==> src/rtl/vfd_scan_ctrl.sv <==
// vfd_scan_ctrl: per-grid VFD slot sequencer driving BLK/LAT/GCP strobes and GRAM-fed serial lanes.
module vfd_scan_ctrl #(
  parameter int LANES    = 3,
  parameter int GRIDS    = 52,
  parameter int ROWS     = 39,
  parameter int PERIOD   = 3840,
  parameter int BLK_LEN  = 120,
  parameter int LAT_LEN  = 3,
  parameter int GCP_STEP = 16,
  parameter int GCP_W    = 3,
  parameter int AW       = 13
) (
  input  logic                      CLK,
  input  logic                      RST,
  input  logic                      EN,
  output logic [AW-1:0]             GRAM_ADDR,
  output logic                      GRAM_RD,
  input  logic [LANES-1:0]          GRAM_DATA,
  output logic [LANES-1:0]          SOUT,
  output logic                      SCK,
  output logic                      LAT,
  output logic                      BLK,
  output logic                      GCP,
  output logic [$clog2(GRIDS)-1:0]  GRID,
  output logic                      FRAME
);
  localparam int PIX   = 6 * ROWS;
  localparam int BITS  = PIX + GRIDS;
  localparam int COLS  = 3 * GRIDS + 3;
  localparam int GW    = $clog2(GRIDS);
  localparam int TW    = $clog2(PERIOD + 1);
  localparam int NW    = $clog2(BITS + 1);
  localparam int PW    = $clog2(GCP_STEP + 1);
  localparam int S_END = BLK_LEN + 2 * BITS + 2;
  localparam int G0    = BLK_LEN + GCP_STEP;
  localparam int G1    = BLK_LEN + GCP_STEP * (2 ** LANES - 1);
  localparam logic [TW-1:0] TB = TW'(BLK_LEN);

  if (BLK_LEN + 2 * BITS + 2 > PERIOD) begin : g_bad_shift
    $error("vfd_scan_ctrl: shift window does not fit in PERIOD");
  end
  if (BLK_LEN + GCP_STEP * (2 ** LANES - 2) + GCP_W > PERIOD) begin : g_bad_gcp
    $error("vfd_scan_ctrl: GCP train does not fit in PERIOD");
  end
  if (LAT_LEN >= BLK_LEN) begin : g_bad_lat
    $error("vfd_scan_ctrl: LAT_LEN must be below BLK_LEN");
  end
  if (GRIDS < 4 || GRIDS % 2 != 0) begin : g_bad_grids
    $error("vfd_scan_ctrl: GRIDS must be even and at least 4");
  end
  if (ROWS * COLS > 2 ** AW) begin : g_bad_aw
    $error("vfd_scan_ctrl: AW too narrow for the pixel array");
  end

  typedef enum logic [1:0] {IDLE, BLANK, SHIFT, HOLD} state_t;
  state_t state;
  logic [TW-1:0] t, tn;
  logic [GW-1:0] gn;
  logic [31:0] tw;
  logic [PW-1:0] gph, gph_n;
  logic [NW-1:0] nb;
  logic [2:0] p, off;
  logic [AW-1:0] base;
  logic go, last, par, issue, upd, sck_n, pix_bit, grid_hit, pix, pm, gv;

  // All registered outputs are derived from the slot time of the cycle being entered (tn).
  always_comb begin
    last     = t == TW'(PERIOD - 1);
    go       = state == IDLE ? EN : (!last || EN);
    tn       = (state == IDLE || last) ? '0 : t + TW'(1);
    gn       = state == IDLE ? '0 : !last ? GRID : (GRID == GW'(GRIDS - 1) ? '0 : GRID + GW'(1));
    tw       = 32'(tn);
    par      = tn[0] == TB[0];
    issue    = tw >= BLK_LEN && tw < BLK_LEN + 2 * BITS && par;
    upd      = tw >= BLK_LEN + 2 && tw < S_END && par;
    sck_n    = tw >= BLK_LEN + 3 && tw < S_END && !par;
    gph_n    = (tw == BLK_LEN || gph == PW'(GCP_STEP - 1)) ? '0 : gph + PW'(1);
    off      = p[0] ? 3'd5 - {1'b0, p[2:1]} : {1'b0, p[2:1]};
    pix_bit  = 32'(nb) < PIX;
    grid_hit = 32'(nb) == PIX + 32'(GRID) ||
               (32'(nb) == PIX + 32'(GRID) + 1 && GRID != GW'(GRIDS - 1));
  end

  always_ff @(posedge CLK) begin
    if (RST || !go) begin
      state     <= IDLE;
      t         <= '0;
      GRID      <= '0;
      SOUT      <= '0;
      SCK       <= 1'b0;
      LAT       <= 1'b0;
      BLK       <= 1'b1;
      GCP       <= 1'b0;
      GRAM_RD   <= 1'b0;
      GRAM_ADDR <= '0;
      FRAME     <= 1'b0;
      gph       <= '0;
      nb        <= '0;
      p         <= '0;
      base      <= '0;
      pix       <= 1'b0;
      pm        <= 1'b0;
      gv        <= 1'b0;
    end else begin
      state   <= tw < BLK_LEN ? BLANK : tw < S_END ? SHIFT : HOLD;
      t       <= tn;
      GRID    <= gn;
      LAT     <= tw < LAT_LEN;
      BLK     <= tw < BLK_LEN;
      FRAME   <= tn == '0 && gn == '0;
      SCK     <= sck_n;
      gph     <= gph_n;
      GCP     <= tw >= G0 && tw < G1 && 32'(gph_n) < GCP_W;
      GRAM_RD <= issue && pix_bit;
      if (tn == '0) begin
        nb   <= '0;
        p    <= '0;
        base <= AW'(gn) + AW'({gn, 1'b0});
      end else if (issue) begin
        nb  <= nb + NW'(1);
        pix <= pix_bit;
        pm  <= p[0] == GRID[0];
        gv  <= grid_hit;
        if (pix_bit) begin
          GRAM_ADDR <= base + AW'(off);
          p         <= p == 3'd5 ? '0 : p + 3'd1;
          base      <= p == 3'd5 ? base + AW'(COLS) : base;
        end
      end
      if (upd)
        SOUT <= pix ? (pm ? GRAM_DATA : '0) : {LANES{gv}};
      else if (tw == S_END)
        SOUT <= '0;
    end
  end
endmodule

==> config.mk <==
export PLATFORM = sky130hd
export DESIGN_NAME = vfd_scan_ctrl
export DESIGN_NICKNAME = d
export VERILOG_FILES = /design/src/rtl/vfd_scan_ctrl.sv
export SDC_FILE = /design/constraint.sdc
export NUM_CORES = 1
export LEC_CHECK = 0
export ABC_AREA = 1
export BUFFER_PORTS_ARGS = -buffer_cell sky130_fd_sc_hd__buf_2
export CORE_MARGIN = 1.5
export CORE_UTILIZATION = 48
export CTS_CLUSTER_DIAMETER = 40
export CTS_CLUSTER_SIZE = 40
export DETAILED_ROUTE_END_ITERATION = 10
export PLACE_DENSITY = 0.66
export RECOVER_POWER = 100
export SYNTH_ARGS = -nofsm -noshare
export SYNTH_HDL_FRONTEND = slang
export SYNTH_SLANG_ARGS = --single-unit
export TNS_END_PERCENT = 30
==> constraint.sdc <==
create_clock -name CLK -period 8.1 [get_ports CLK]
set_input_delay 1.62 -clock CLK [delete_from_list [all_inputs] [get_ports CLK]]
set_output_delay 1.62 -clock CLK [all_outputs]
set_load 0.1 [all_outputs]
==> results.cfg, run 1 <==
[finish]
layout_commonest_cell = nand2_1
diodes = 0
fin_util = 0.530
instances_no_fill = 892
syn_to_final_growth_pct = 5.80
final_area_um2 = 5230
final_net_count = 786
layout_common_cells = nand2_1 (162), nor2_1 (120), inv_1 (88)
layout-drive-gt1-share = 0.0659
nFillCells = 1010

[setup_path]
path_common_cell = nand2_1
reg2reg_from = t[0]$_SDFF_PP0_
crit_fanout = 18
r2r_cells = 16
r2r-end = base[0]$_SDFFE_PP0P_
cp-end-kind = flop
cp-start-kind = flop
crit_required_ns = 8.34
startpoint = t[0]$_SDFF_PP0_
worst_path_max_delay_cell = nand2_1
cpPeakStageDelay_ns = 0.60
crit_end = base[0]$_SDFFE_PP0P_
arrival_ns = 5.14
worstPathCellList = ha_1 -> nand2_1 -> nor2_1 -> nand3_1 -> nand2_1 -> inv_1 -> nand2_1 -> nand2_1 -> nor2_1 -> nand3_2 -> nand3_1 -> nand2_1 -> nand2_1 -> nand2_1 -> nand2_1 -> nor2_1
crit_type = reg -> reg
regToRegSetupSlack_ns = 3.20

[logic_synthesis]
syn_inst = 725
yosysWarnings = 0
ys.flop_type = dfxtp_1
synth-edff-count = 0
synth.ff_latch_count = 75
ys_seq_area_frac = 0.304
synth_nets = 757
async_flop_share = 0
syn_area_um2 = 4940
synth_area_per_cell_um2 = 6.82
yosys.cell_types.count = 40

[placement]
dpl.hpwl_mm = 8.49
io_buffers = 33
place_congestion = 0.893
dpl_cell_area_um2 = 5170
dp_cells = 876

[floorplanning]
dieHeight_um = 104
fp.dieW_um = 104
io_pins = 34
rows = 36
dieArea_um2 = 10900
initial_utilization = 0.501
core_um2 = 9860

[min_path]
worstHoldStart = gph[0]$_SDFF_PP0_
min_path_type = reg -> reg

[power_and_ir_drop]
pwr-share-clk = 0.373
p_seq_frac = 0.525
p_sw_frac = 0.276
p_per_area_nw_per_um2 = 138
power_uw = 724
comb_power_share = 0.102
leakage_nw = 2.28
intPower_uw = 524
power.switching_uw = 200
ir_drop_v = 0.0000843

[clocking]
clk_path_buf_depth = 2
cts_sinks = 75
post-cts-setup-buffers = 0
hold_buffers = 0
cts_tree = built
cts_resized = 0
root_buffer = clkbuf_8
htree_levels = 3
cts.clk_slew.worst_paths_ns = 0.08
clk_latency_ns = 0.35
cts_buffers = 9

[routing]
drc = 0
drt_iter0_drc = 142
ant_nets = 0
wl_per_cell_um = 12.3
dr.pass1.iters = 4
wl_mm = 10.9
via_per_inst = 5.07
vias = 4520

[global_routing]
grt_overflow_total = 0
grt_pass1_wl_mm = 19.2
grtUsageTotal = 0.212
grt_antenna_before_repair = 0
grt_max_degree = 26
grt_pass1_vias = 4265

[sta]
period_share = 0.605
max_freq_ghz = 0.204
setup_viol = 0
skew_ns = 0.0153
worst_pin_slew_ns = 1.17
tns_ns = 0
maxSlewHeadroom = 0.222
drv_slew = 0
rsz0062_at_grt = false
hold_violations = 0
post-route-min-period_ns = 4.90

[flow_run]
max-cap-violations = 0

[status]
status = finished, final reports clean
[cell usage after synthesis (all sizes together), types with 3 or more instances]
cell type  instances  area, um2
nand3             56        340
nor3              20        100
ha                24        300
dfxtp             75       1500
inv               91        342
nand4              9       56.3
o211ai             3       22.5
o21ai             32        171
nor2             133        577
xnor2              9       78.8
clkbuf             8       30.0
or2                3       18.8
nor4               5       31.3
nand3b             4       30.0
xor2              33        289
nand2            163        657
buf                8       80.1
a21oi             34        189
[metal layers]
metal  up-vias  global-route usage  share of wire
met2        70               0.349           0.45
li1       2366                   -              -
met5         -                   0              0
met1      2069               0.278           0.49
met4         0              0.0774          0.016
met3        15              0.0370          0.036
[state kept, by name, summed over array words and instances (netlist names), 3 cells and up]
| register | flops |
|---|---|
| GRID | 6 |
| GRAM_ADDR | 13 |
| p | 3 |
| nb | 9 |
| t | 12 |
| SOUT | 3 |
| base | 13 |
| gph | 5 |
[worst min-delay path by stage]
| stage | slack, ns | endpoint | depth (start not counted) |
|---|---|---|---|
| 6_report | 0.47 | gph[0]$_SDFF_PP0_ | 1 |
| 3_3_place_gp | 0.45 | gph[0]$_SDFF_PP0_ | 1 |
| 2_1_floorplan | 0.43 | gph[0]$_SDFF_PP0_ | 1 |
| 3_5_place_dp | 0.46 | gph[0]$_SDFF_PP0_ | 1 |
| 5_1_grt | 0.51 | gph[0]$_SDFF_PP0_ | 1 |
| 4_1_cts | 0.48 | gph[0]$_SDFF_PP0_ | 1 |
[metrics by stage]
step | hold slack (ns) | worst slack [ns]
finish | 0.471 | 3.20
floorplan | 0.430 | 4.90
detailed placement | 0.457 | 4.35
global placement | 0.446 | 4.38
CTS | 0.476 | 4.70
global route | 0.510 | 2.70
[final cells by class]
cell class	instances	area (um2)	area share
multi-input combinational	542	2900	0.554
sequential	75	1500	0.287
inverter	92	345	0.0660
tap	133	166	0.0318
clock buffer	11	151	0.0290
timing repair buffer	34	133	0.0254
clock inverter	5	35.0	0.00670
[power by group through the flow]
stage | Clock (mW) | Combinational, mW | Sequential, mW
global placement | 0 | 0.0762 | 0.389
detailed placement | 0 | 0.0769 | 0.389
floorplan | 0 | 0.0619 | 0.393
finish | 0.270 | 0.0738 | 0.380
global route | 0.292 | 0.0840 | 0.382
CTS | 0.277 | 0.0772 | 0.380
[worst max-delay path: cells and delay by family, from the launching register on]
family	cells	cell delay [ns]
DFF	1	0.41
buffers and inverters	1	0.24
adders and majority gates	1	0.20
and+or+nand+nor	14	3.93
[cell families after synthesis]
group                    after synthesis  share of synthesized area
AO/OA/AOI/OAI                         78                     0.0906
flip-flops                            75                      0.304
XOR/XNOR                              42                     0.0744
AND/OR/NAND/NOR                      396                      0.370
adder cells (fa/ha/maj)               26                     0.0689
buffers and inverters                108                     0.0922
(Power assumes the default switching activity.)
==> run 2: changes to the inputs <==
- PLACE_DENSITY: 0.66 -> 0.68
- clock period: 8.1 -> 4.1 ns (I/O delays scaled with it)
==> run 2 against run 1 <==
Net effect:
- die area stayed put
- count of clock-buffer cells in the layout is 1 higher
- flip-flop and latch count stayed put
- worst hold slack got worse by 0.0031 ns
- global-route usage about the same
- register-to-register slack lost 2.4 ns
- combinational power up 100%
- non-clock buffer count up 1
- routed wire length up 0.95%
- worst setup slack worse by 2.4 ns
- core utilization grew 1.2 points
- largest cell class unchanged
==> results.cfg, run 2 (synthesis results as in run 1) <==
[finish]
layout-drive-gt1-share = 0.0711
instances_no_fill = 893
final_net_count = 787
diodes = 0
final_area_um2 = 5350
syn_to_final_growth_pct = 8.20
reg_top3 = GRAM_ADDR (13), base (13), t (12)
layout_commonest_cell = nand2_1
layout_common_cells = nand2_1 (159), nor2_1 (124), inv_1 (87)

[power_and_ir_drop]
leakage_nw = 2.34
p_per_area_nw_per_um2 = 306
ir_drop_v = 0.000143
power_mw = 1.64

[setup_path]
crit_type = reg -> reg
crit_required_ns = 4.36
cp-start-kind = flop
cp-end-kind = flop
cpPeakStageDelay_ns = 0.36
worstPathCellList = ha_1 -> nand2_1 -> nor2_1 -> nand2_1 -> nor2_1 -> nand2_1 -> o211ai_1 -> ha_1 -> a21oi_1 -> nand2_1 -> nand2_1 -> nand2_1 -> a21oi_1 -> xnor2_1 -> nand2_1 -> nand2_1 -> nand3_1 -> nand2_1 -> nor2_1
worst_path_max_delay_cell = dfxtp_1
crit_fanout = 5
path_common_cell = nand2_1
arrival_ns = 3.52

[clocking]
cts_tree = built
cts_buffers = 9
root_buffer = clkbuf_8
cts.clk_slew.worst_paths_ns = 0.08
clk_latency_ns = 0.36
cts_sinks = 75
cts_resized = 0
clk_path_buf_depth = 2
hold_buffers = 0
post-cts-setup-buffers = 0
htree_levels = 3

[sta]
skew_ns = 0.00761
drv_slew = 0
maxSlewHeadroom = 0.222
hold_violations = 0
worst_pin_slew_ns = 1.17
max_freq_ghz = 0.306
setup_viol = 0
setup_ws_ns = 0.834
tns_ns = 0
post-route-min-period_ns = 3.27
period_share = 0.797
rsz0062_at_grt = false

[global_routing]
grt_pass1_wl_mm = 19.1
grtUsageTotal = 0.212
grt_overflow_total = 0
grt_pass1_vias = 4180
grt_antenna_before_repair = 0
grt_max_degree = 25

[placement]
place_congestion = 0.907
dpl_cell_area_um2 = 5180
dpl.hpwl_mm = 8.31
dp_slack_ns = 1.04
dp_cells = 877
io_buffers = 33

[routing]
dr.pass1.iters = 4
ant_nets = 0
via_per_inst = 5.08
drc = 0
vias = 4535
drt_iter0_drc = 258
wl_mm = 11.0
wl_per_cell_um = 12.4

[floorplanning]
io_pins = 34
fp.dieW_um = 104
initial_utilization = 0.501
rows = 36
core_um2 = 9860
dieHeight_um = 104
dieArea_um2 = 10900

[status]
status = finished, final reports clean

[flow_run]
max-cap-violations = 0

[min_path]
min_path_type = reg -> reg
[run 2: changes by cell type in the layout (fill, tap and decap cells not counted), sizes merged]
cell      previous run  this run
clkinv               4         3
clkbuf              41        40
clkinvlp             1         0
buf                  4         7
bufinv               0         3
inv                 92        90
[run 2: final cells by class]
| type | count | area [um2] |
|---|---|---|
| timing repair buffer | 35 | 145 |
| fill | 993 | 4520 |
| clock inverter | 4 | 95.1 |
| tap | 133 | 166 |
| inverter | 92 | 345 |
| multi-input combinational | 542 | 2930 |
| sequential | 75 | 1500 |
| clock buffer | 12 | 165 |
[run 2: stage by stage]
step | util | hold slack (ns)
after CTS | 0.551 | 0.473
final | 0.542 | 0.468
after global placement | 0.525 | 0.445
after detailed placement | 0.525 | 0.457
after global routing | 0.542 | 0.508
after floorplan | - | 0.430
[run 2: path summary, 6_finish.rpt]
check,start,end,slack [ns],cells past startpoint
worst max-delay path,t[0]$_SDFF_PP0_,base[6]$_SDFFE_PP0P_,0.83,19
worst min-delay path,gph[0]$_SDFF_PP0_,gph[0]$_SDFF_PP0_,0.47,1
worst max register to register,t[0]$_SDFF_PP0_,base[6]$_SDFFE_PP0P_,0.83,19
worst min register to register,gph[0]$_SDFF_PP0_,gph[0]$_SDFF_PP0_,0.47,1
[run 2: layer usage]
layer,part of all wire,global-route usage,up-vias
met3,0.037,0.0457,14
met2,0.46,0.345,93
li1,-,-,2362
met1,0.49,0.279,2066
met5,0,0,-
met4,0.015,0.0675,0
[run 2: where the power goes]
group / switching, mW / internal (mW) / total, mW / leakage (nW)
clock network: 0.280 / 0.453 / 0.734 / 0.133
registers: 0.0116 / 0.739 / 0.751 / 0.606
logic: 0.106 / 0.0450 / 0.151 / 1.60
total: 0.398 / 1.24 / 1.64 / 2.34
[run 2: critical path, delay by kind of cell, from the launching register on]
kind                       cells  cell delay, ns
xor gates and xnor gates       1            0.15
adders and majority gates      2            0.53
and+or+nand+nor               13            1.49
AOI/OAI and AO/OA              3            0.65
DFF                            1            0.36
==> run 3: changes to the inputs <==
- clock period: 4.1 -> 3 ns (I/O delays scaled with it)
==> run 3 against run 2 <==
Net effect:
- combinational power grew 44%
- global-route usage is 0.22 points higher
- core utilization up 1.4 points
- flip-flop and latch count is the same
- via count is 1.3% higher
- largest power group unchanged
- register-to-register slack got worse by 0.66 ns
- total power is 24% higher
- first-iteration DRC count decreased by 18%
==> results.cfg, run 3 (synthesis results as in run 1) <==
[setup_path]
regToRegSetupSlack_ns = 0.17
cp-end-kind = flop
r2r_cells = 20
crit_required_ns = 3.25
r2r-end = base[7]$_SDFFE_PP0P_
crit_type = reg -> reg
arrival_ns = 3.08
reg2reg_from = t[1]$_SDFF_PP0_
cp-start-kind = flop
crit_fanout = 6

[floorplanning]
rows = 36
fp.dieW_um = 104
dieHeight_um = 104
dieArea_um2 = 10900
initial_utilization = 0.501
core_um2 = 9860
io_pins = 34

[finish]
layout_commonest_cell = nand2_1
final_net_count = 793
final-seq-area_um2 = 1510
layout_common_cells = nand2_1 (155), nor2_1 (115), inv_1 (84)
nFillCells = 943
layout-drive-gt1-share = 0.157
syn_to_final_growth_pct = 11.1
reg_top3 = GRAM_ADDR (13), base (13), t (12)
diodes = 0
multi_input_area_um2 = 3050
instances_no_fill = 899

[sta]
period_share = 0.942
max_freq_ghz = 0.354
maxSlewHeadroom = 0.600
setup_viol = 0
worst_pin_slew_ns = 0.597
drv_slew = 0
hold_violations = 0
post-route-min-period_ns = 2.83
rsz0062_at_grt = true
skew_ns = 0.00801

[power_and_ir_drop]
p_per_area_nw_per_um2 = 369
ir_drop_v = 0.000224
power_mw = 2.03
leakage_nw = 2.45

[placement]
dpl.hpwl_mm = 8.48
place_congestion = 0.890
io_buffers = 33
dp_cells = 880

[global_routing]
grt_pass1_wl_mm = 19.3
grt_max_degree = 24
grt_antenna_before_repair = 0
grtUsageTotal = 0.214
grt_pass1_vias = 4249
grt_overflow_total = 0

[min_path]
hold_depth = 1
worstHoldEndpoint = gph[0]$_SDFF_PP0_
min_path_type = reg -> reg
worstHoldStart = gph[0]$_SDFF_PP0_

[clocking]
cts_sinks = 75
clk_latency_ns = 0.36
cts_buffers = 9
clk_path_buf_depth = 2
cts_tree = built
cts.clk_slew.worst_paths_ns = 0.08
htree_levels = 3
root_buffer = clkbuf_8

[flow_run]
max-cap-violations = 0

[routing]
ant_nets = 0
drc = 0
dr.pass1.iters = 5
via_per_inst = 5.11
wl_mm = 11.3
wl_per_cell_um = 12.5
drt_iter0_drc = 212
vias = 4592

[status]
status = finished, final reports clean
## run 3: critical path, cell delays in order (launching register included)
cell,delay [ns]
dfxtp_1,0.35
ha_2,0.19
nand2_2,0.09
nor2_4,0.18
nand3_4,0.14
nor3_2,0.13
inv_1,0.09
nor2_2,0.11
inv_1,0.05
nand2_1,0.05
nand2_1,0.12
inv_2,0.11
ha_2,0.31
nand2_1,0.08
nand2_1,0.09
a31oi_4,0.19
o21bai_1,0.08
o21ai_0,0.16
nand3_1,0.08
nand2_1,0.08
nor2_1,0.04
## run 3: worst max-delay path by stage
stage | cells past startpoint | slack [ns] | to | start
finish | 20 | 0.17 | base[7]$_SDFFE_PP0P_ | t[1]$_SDFF_PP0_
global route | 20 | -0.05 | base[7]$_SDFFE_PP0P_ | t[1]$_SDFF_PP0_
CTS | 19 | 0.06 | base[5]$_SDFFE_PP0P_ | t[0]$_SDFF_PP0_
detailed placement | 17 | -0.03 | base[5]$_SDFFE_PP0P_ | t[0]$_SDFF_PP0_
global placement | 19 | 0.23 | base[6]$_SDFFE_PP0P_ | t[0]$_SDFF_PP0_
floorplan | 16 | 0.06 | base[6]$_SDFFE_PP0P_ | GRID[5]$_SDFF_PP0_
## run 3: timing repair
item                                    CTS  global route
pin swaps                                 0             5
endpoints found under the setup margin    3             3
buffers inserted                          0             3
hold buffers                              0             0
endpoints found under the hold margin     0             0
gates resized for setup                   1            17
## run 3: per-layer routing
metal | global-route usage | vias to the layer above | share of wire
li1 | - | 2375 | -
met1 | 0.288 | 2120 | 0.48
met2 | 0.356 | 85 | 0.47
met3 | 0.0251 | 12 | 0.036
met4 | 0.0714 | 0 | 0.015
met5 | 0 | - | 0
## run 3: power breakdown
group | leakage [nW] | total, mW | internal, mW | switching [mW]
clock | 0.0991 | 0.782 | 0.403 | 0.379
sequential | 0.609 | 1.03 | 1.01 | 0.0156
combinational | 1.74 | 0.218 | 0.0657 | 0.152
## run 3: layout make-up
| class | instances | area share |
|---|---|---|
| multi-input cells | 542 | 0.556 |
| flip-flops and latches | 75 | 0.275 |
| inverters | 92 | 0.0629 |
| repair buffers | 41 | 0.0410 |
| well taps | 133 | 0.0303 |
| clock buffers | 11 | 0.0258 |
| clock inverters | 5 | 0.00957 |
## run 3: through the flow
step | setup TNS, ns | hold WS, ns | area (um2) | util | worst slack (ns)
floorplan | 0 | 0.430 | 4950 | - | 0.0586
global placement | 0 | 0.446 | 5210 | 0.528 | 0.230
detailed placement | -0.0275 | 0.456 | 5210 | 0.528 | -0.0275
CTS | 0 | 0.474 | 5400 | 0.547 | 0.0598
global route | -0.114 | 0.510 | 5490 | 0.556 | -0.0541
finish | 0 | 0.472 | 5490 | 0.556 | 0.173
